$ cat src/rtl/key_interrupt_sequencer.sv
// -----------------------------------------------------------------------------
// key_interrupt_sequencer
//
// Turns a keyboard event into a controlled interrupt of the fetch stage.
// A key event freezes the PC and fills F/D with bubbles until the pipeline
// has been free of mult/div work, stalls and resolving jumps for
// DRAIN_CYCLES consecutive cycles. A single `j HANDLER_ADDR` instruction is
// then injected. The handler runs until the decoder reports its return
// instruction, after which a one-cycle jump override sends fetch back to the
// interrupted PC. One further key event can be held while an interrupt is
// in progress; any more are counted as dropped.
//
// Parameters
//   HANDLER_ADDR  27-bit handler entry, target field of the injected jump
//   DRAIN_CYCLES  consecutive quiet cycles needed before injection (1..7)
//
// Ports
//   clock                  in   master clock, rising edge
//   reset                  in   asynchronous active-low reset
//   key_valid / key_code   in   key event strobe and its 8-bit scan code
//   pc_in                  in   current fetch PC
//   should_jump / jump_to  in   jump resolving this cycle and its target
//   muldiv_busy            in   mult/div in flight in F/D or D/X
//   stall_in               in   decode-stage stall
//   iret_seen              in   decoder saw the handler's return instruction
//   fetch_hold             out  freeze the PC
//   insert_nop             out  load a bubble into F/D
//   interrupt_instruction  out  injected instruction, 0 when not injecting
//   irq_active             out  handler is executing
//   key_data               out  scan code of the interrupt being serviced
//   resume_valid           out  one-cycle jump-override strobe
//   resume_pc              out  return target, valid with resume_valid
//   drop_count             out  saturating count of lost key events
// -----------------------------------------------------------------------------
module key_interrupt_sequencer #(
    parameter logic [26:0] HANDLER_ADDR = 27'd4000,
    parameter int unsigned DRAIN_CYCLES = 4
) (
    input  logic        clock,
    input  logic        reset,
    input  logic        key_valid,
    input  logic [7:0]  key_code,
    input  logic [31:0] pc_in,
    input  logic        should_jump,
    input  logic [31:0] jump_to,
    input  logic        muldiv_busy,
    input  logic        stall_in,
    input  logic        iret_seen,
    output logic        fetch_hold,
    output logic        insert_nop,
    output logic [31:0] interrupt_instruction,
    output logic        irq_active,
    output logic [7:0]  key_data,
    output logic        resume_valid,
    output logic [31:0] resume_pc,
    output logic [7:0]  drop_count
);

    typedef enum logic [2:0] {
        IDLE    = 3'd0,
        DRAIN   = 3'd1,
        INJECT  = 3'd2,
        SERVICE = 3'd3,
        RESUME  = 3'd4
    } state_t;

    // The counter value seen in the last quiet cycle before injection.
    localparam logic [2:0] QUIET_LAST = 3'(DRAIN_CYCLES - 1);

    state_t      state;
    logic [31:0] saved_pc;
    logic [2:0]  quiet_cnt;
    logic        first_drain;
    logic        pending_valid;
    logic [7:0]  pending_code;
    logic        quiet;
    logic        take_key;

    // J-type encoding: opcode 5'b00001 followed by the 27-bit target.
    function automatic logic [31:0] jump_instr(input logic [26:0] target);
        return {5'b00001, target};
    endfunction

    // Decode of a quiet pipeline cycle and of an interrupt request in IDLE.
    always_comb begin
        quiet    = ~muldiv_busy & ~stall_in & ~should_jump;
        take_key = pending_valid | key_valid;
    end

    // Interrupt sequencing FSM; outputs are registered alongside the state.
    always_ff @(posedge clock or negedge reset) begin
        if (!reset) begin
            state                 <= IDLE;
            fetch_hold            <= 1'b0;
            insert_nop            <= 1'b0;
            interrupt_instruction <= 32'd0;
            irq_active            <= 1'b0;
            key_data              <= 8'd0;
            resume_valid          <= 1'b0;
            resume_pc             <= 32'd0;
            saved_pc              <= 32'd0;
            quiet_cnt             <= 3'd0;
            first_drain           <= 1'b0;
        end else begin
            case (state)
                IDLE: begin
                    if (take_key) begin
                        state       <= DRAIN;
                        fetch_hold  <= 1'b1;
                        insert_nop  <= 1'b1;
                        first_drain <= 1'b1;
                        quiet_cnt   <= 3'd0;
                        // The older, buffered key is always serviced first.
                        key_data    <= pending_valid ? pending_code : key_code;
                    end
                end
                DRAIN: begin
                    first_drain <= 1'b0;
                    // A resolving jump redirects the return point; it wins
                    // over the first-cycle PC capture.
                    if (should_jump) begin
                        saved_pc <= jump_to;
                    end else if (first_drain) begin
                        saved_pc <= pc_in;
                    end
                    if (quiet) begin
                        if (quiet_cnt == QUIET_LAST) begin
                            state                 <= INJECT;
                            insert_nop            <= 1'b0;
                            interrupt_instruction <= jump_instr(HANDLER_ADDR);
                            quiet_cnt             <= 3'd0;
                        end else begin
                            quiet_cnt <= quiet_cnt + 3'd1;
                        end
                    end else begin
                        quiet_cnt <= 3'd0;
                    end
                end
                INJECT: begin
                    state                 <= SERVICE;
                    fetch_hold            <= 1'b0;
                    interrupt_instruction <= 32'd0;
                    irq_active            <= 1'b1;
                end
                SERVICE: begin
                    if (iret_seen) begin
                        state        <= RESUME;
                        irq_active   <= 1'b0;
                        resume_valid <= 1'b1;
                        resume_pc    <= saved_pc;
                    end
                end
                RESUME: begin
                    state        <= IDLE;
                    resume_valid <= 1'b0;
                    resume_pc    <= 32'd0;
                end
                default: begin
                    state                 <= IDLE;
                    fetch_hold            <= 1'b0;
                    insert_nop            <= 1'b0;
                    interrupt_instruction <= 32'd0;
                    irq_active            <= 1'b0;
                    resume_valid          <= 1'b0;
                    resume_pc             <= 32'd0;
                    quiet_cnt             <= 3'd0;
                    first_drain           <= 1'b0;
                end
            endcase
        end
    end

    // One-entry key buffer and saturating drop counter.
    always_ff @(posedge clock or negedge reset) begin
        if (!reset) begin
            pending_valid <= 1'b0;
            pending_code  <= 8'd0;
            drop_count    <= 8'd0;
        end else if (state == IDLE) begin
            // A buffered key is consumed now; a simultaneous new key takes
            // its place. Without a buffered key the new one is consumed
            // directly and the buffer stays empty.
            if (pending_valid) begin
                pending_valid <= key_valid;
                if (key_valid) begin
                    pending_code <= key_code;
                end
            end
        end else if (key_valid) begin
            if (!pending_valid) begin
                pending_valid <= 1'b1;
                pending_code  <= key_code;
            end else if (drop_count != 8'hFF) begin
                drop_count <= drop_count + 8'd1;
            end
        end
    end

endmodule

$ cat config.mk
export PLATFORM = sky130hd
export DESIGN_NAME = key_interrupt_sequencer
export DESIGN_NICKNAME = d
export VERILOG_FILES = /design/src/rtl/key_interrupt_sequencer.sv
export SDC_FILE = /design/constraint.sdc
export NUM_CORES = 1
export LEC_CHECK = 0
export ABC_CLOCK_PERIOD_IN_PS = 3560
export CAP_MARGIN = 20
export CORE_MARGIN = 4
export CORE_UTILIZATION = 25
export CTS_CLUSTER_DIAMETER = 50
export CTS_CLUSTER_SIZE = 28
export DETAILED_ROUTE_END_ITERATION = 10
export SLEW_MARGIN = 40
export SYNTH_ARGS = -nofsm -noshare
export SYNTH_HDL_FRONTEND = slang
export SYNTH_SLANG_ARGS = --single-unit
export TNS_END_PERCENT = 10
$ cat constraint.sdc
create_clock -name clock -period 3.56 [get_ports clock]
set_input_delay 0.356 -clock clock [delete_from_list [all_inputs] [get_ports clock]]
set_output_delay 0.356 -clock clock [all_outputs]
set_load 0.05 [all_outputs]
# Word-level counts from Yosys, hierarchy flattened
# Cells that the tools add are included.
# classes
n_reduce_logical	19
n_eq_ne	12
n_shift	0
order_cmp	0
add_sub_neg	2
div	0
mul	0
muxes	34
n_bitwise	12
# ops
op	n
32-bit 2-to-1 mux	5
32-bit one-hot mux with 2 select lines	2
8-bit 2-to-1 mux	5
3-bit 2-to-1 mux	7
3-bit OR reduction	5
2-bit != test, second input constant	6
3-bit one-hot mux with 4 select lines	1
2-bit AND reduction	6
4-bit AND reduction	3
3-bit by 2-bit == test with 1-bit output, second input constant	3
1-bit NOT	9
3-bit one-hot mux with 3 select lines	1
8-bit by 1-bit adder with 8-bit output, second input constant	1
1-bit 2-to-1 mux	8
8-bit != test, second input constant	1
1-bit one-hot mux with 2 select lines	3
1-bit one-hot mux with 3 select lines	2
3-bit AND reduction	2
2-bit nonzero test	2
3-bit by 1-bit adder with 3-bit output, second input constant	1
3-bit by 1-bit == test with 1-bit output, second input constant	1
3-bit == test, second input constant	1
3-bit logical NOT	1
1-bit bitwise AND	2
1-bit bitwise OR	1
# word_totals
latchBits	0
output_inout_bits	84
mem_bits_rw	0
inputBits	79
ff_bits	132
wordCells	93
mem_bits_ro	0
memories	0

# Logic depth before layout (Yosys ltp)
# depth
word_depth	5
depth_mapped	5
mapped_depth_nobuf	4

# Least setup slack after synthesis
# OpenSTA, ideal clock, no wires.
# synth_path
path_kind	reg2reg
from	register drop_count[0]
to	register drop_count[1]
synth_period_minus_slack_ns	1.839
n_path_buf	0
setup_slack_ns	1.721
t_arrival_ns	1.712
required_time_ns	3.432
setup_ns	0.128
stages_incl_launch_ff	5
cell_sequence	dfrtp_1 > ha_1 > and4_1 > a41o_1 > mux2_1
# synth_via
elab_chain_cells	2
elab_cells_between_ends	3
cone_classes	1 x add/sub; 1 x eq/ne; 1 x reduce/logical
# synth_lines
item	line	source
start: declaration	56	output logic [7:0] drop_count
start signal: assignment	194	drop_count <= drop_count + 8'd1;
parallel branches: the longest is 2 deep, another holds 8-bit by 1-bit adder with 8-bit output	n/a	
# Several ways; the timed one is not identified.
# A chain may end at the register's enable or synchronous reset.

# Worst setup path in the final report
# layout_path
from	register interrupt_instruction[11]
to	output port interrupt_instruction[11]
# layout_rtl
item	line	source
start: declaration	51	output logic [31:0] interrupt_instruction,
start signal: assignment	130	interrupt_instruction <= jump_instr(HANDLER_ADDR);
# No word-level cell between the ends.

==> flow_metrics.py <==
metrics = {
    "clock_network": {
        "root_buffer": "clkbuf_16",
        "cts_max_path_buffers": 2,
        "cts_buffers": 9,
        "cts_hold_buffers": 0,
        "cts_setup_buffers": 0,
        "clk_pin_slew_ns": 0.08,
        "cts.repair.resized": 0,
        "clock-sinks": 101,
        "cts_tree": "yes",
        "h-tree-depth": 3,
        "clk_latency_ns": 0.35,
    },
    "critical_path": {
        "crit_path_cell_trace": "clkdlybuf4s50_1",
        "start_kind": "flip-flop",
        "cp_slowest_cell": "clkdlybuf4s50_1",
        "critPathTopFamily": "buffers and inverters",
        "worstPathMaxFanout": 9,
        "crit_buf_inv": 1,
        "arrival_ns": 1.71,
        "slowest_delay_ns": 0.86,
        "worstSetupPathType": "flip-flop to output pin",
        "end_kind": "output pin",
        "required_ns": 3.20,
    },
    "route": {
        "dr.pass1.iters": 4,
        "ant_nets": 0,
        "first_iter_violations": 141,
        "routedWlPerCell_um": 15.3,
        "vias": 3272,
        "wirelength_um": 11100,
        "drc": 0,
        "avgViaCountPerCell": 4.50,
    },
    "layout": {
        "antenna_cells": 0,
        "final_util_pct": 34.7,
        "drive_gt1_share_pct": 13.6,
        "syn2layout_area_growth_pct": 36.8,
        "nets": 569,
        "fillers": 1815,
    },
    "synth": {
        "synth_edf_count": 0,
        "synthDistinctLibCells": 51,
        "avgSynthCellArea_um2": 13.1,
        "synth_seq_area_share_pct": 53.3,
        "ys_ff_latch": 101,
        "async_reset_ff_share_pct": 100,
        "synthFlopType": "dfrtp_1",
        "yosys_warnings": 0,
        "syn-cell-area_mm2": 0.00474,
        "synth_cells": 362,
    },
    "power": {
        "combPwrFrac_pct": 22.5,
        "swShare_pct": 31.2,
        "powerDensity_mw_per_mm2": 470,
        "clockPowerShare_pct": 33.1,
        "p_leak_uw": 0.00275,
        "seqPwrFrac_pct": 44.3,
        "p_switching_uw": 950,
        "internal_power_uw": 2100,
        "ir_drop_mv": 0.232,
    },
    "floorplanning": {
        "num_io_pins": 163,
        "core-area_mm2": 0.0187,
        "fp.dieH_um": 146,
        "die_x_um": 146,
        "dieArea_mm2": 0.0212,
        "num_rows": 50,
        "start_util_pct": 25.4,
    },
    "sta": {
        "rsz0062_at_grt": "no",
        "setup_viol": 0,
        "layout_min_cycle_time_ns": 2.06,
        "slew_violations": 0,
        "slew_headroom_pct": 50.9,
        "fmax_mhz": 485,
        "clock_skew_ns": 0.00899,
        "hold_viol": 0,
        "finalCritPeriodShare_pct": 57.9,
        "setup-tns-final_ns": 0,
        "worst_pin_slew_ns": 0.733,
    },
    "grt": {
        "grt_pass1_wl_um": 18100,
        "grt_max_degree": 71,
        "antenna_found_initial": 2,
        "gr-usage-all-layers_pct": 10.6,
        "overflow": 0,
        "grt_pass1_vias": 3474,
    },
    "placement": {
        "port_buffers": 137,
        "hpwl_um": 8020,
        "gp_congestion": 0.716,
    },
    "hold_path": {
        "hp-class": "input port to asynchronous set/reset pin",
    },
    "job": {
        "cap_violations": 0,
    },
    "outcome": {
        "outcome": "finished, final reports clean",
    },
}
[metrics by stage]
step	setup WS (ns)	std cells	area, µm²	power [µW]	hold slack, ns
floorplan	1.72	386	4830	1810	0.0604
global route	1.36	727	6490	3210	0.0498
global placement	1.45	710	6160	2040	0.466
detailed placement	1.38	711	6180	2070	0.410
finish	1.50	727	6490	3050	0.00483
CTS	1.46	727	6480	3100	0.0190
[synth_stat cells, types with 5 or more instances]
cell      count  area share [%]
dfrtp_1     101              53
mux2_1       42              10
mux2_2       35             8.3
a22o_1       32             5.9
buf_4        32             5.1
o21ai_1      14             1.5
mux2i_1       9             1.9
nand2_1       9            0.71
buf_2         7            0.74
buf_6         7             1.7
o21ai_0       7            0.74
nand2b_1      6            0.79
a21oi_1       5            0.53
inv_1         5            0.40
nor2_1        5            0.40
[power groups by stage]
stage               combinational (µW)  sequential, µW  clock [µW]
floorplan                          295            1520           0
global placement                   679            1360           0
detailed placement                 694            1370           0
CTS                                696            1350        1050
global route                       734            1370        1100
finish                             687            1350        1010
[metal layers]
metal	wire, µm	global-route usage (%)	vias to the layer above
met2	5110	16.9	118
met1	4930	13.2	1620
li1	-	-	1518
met3	934	4.83	12
met5	27	0	-
met4	102	2.61	4
[registers in the layout, indices dropped and copies added, names as in the netlist, 3 cells and up]
name	cells
resume_pc	32
saved_pc	32
drop_count	8
key_data	8
pending_code	8
quiet_cnt	3
state	3
[cell type report]
class / count / area (µm²) / area share (%)
multi-input cells: 230 / 1930 / 29.8
clock inverters: 7 / 82.6 / 1.27
clock buffers: 9 / 225 / 3.47
well taps: 234 / 293 / 4.51
inverters: 5 / 18.8 / 0.289
flip-flops and latches: 101 / 2530 / 39.0
repair buffers: 141 / 1410 / 21.7
[logic make-up after synthesis]
logic type	count (synthesis)	share of synthesized area, %
DFF	101	53.3
muxes	87	20.7
buffers and inverters	55	8.18
other	1	0.0791
and+or+nand+nor	38	4.83
AOI/OAI and AO/OA	77	12.3
adders and majority gates	2	0.527
xor gates and xnor gates	1	0.185
[path summary, 6_finish.rpt]
| kind | depth (start not counted) | from | end | slack [ns] |
|---|---|---|---|---|
| max | 1 | interrupt_instruction[11] | interrupt_instruction[11] | 1.50 |
| min | 1 | reset | resume_pc[15] | 0.005 |
| max reg2reg | 3 | state[0] | saved_pc[2] | 1.53 |
| min reg2reg | 1 | quiet_cnt[0] | quiet_cnt[0] | 0.48 |
| max in group asynchronous | 2 | reset | resume_pc[29] | 2.86 |
| min in group clock | 1 | quiet_cnt[0] | quiet_cnt[0] | 0.48 |
[cells in the final DEF, fill, tap and decap left out, types with 6 or more instances in the layout]
cell type / n
clkdlybuf4s50_1: 135
dfrtp_1: 101
mux2_1: 42
mux2_2: 35
a22o_1: 32
conb_1: 25
o21ai_1: 14
nand2_1: 9
mux2i_1: 9
clkbuf_16: 9
o21ai_0: 7
nand2b_1: 6
Power figures use the tool's default switching activity.
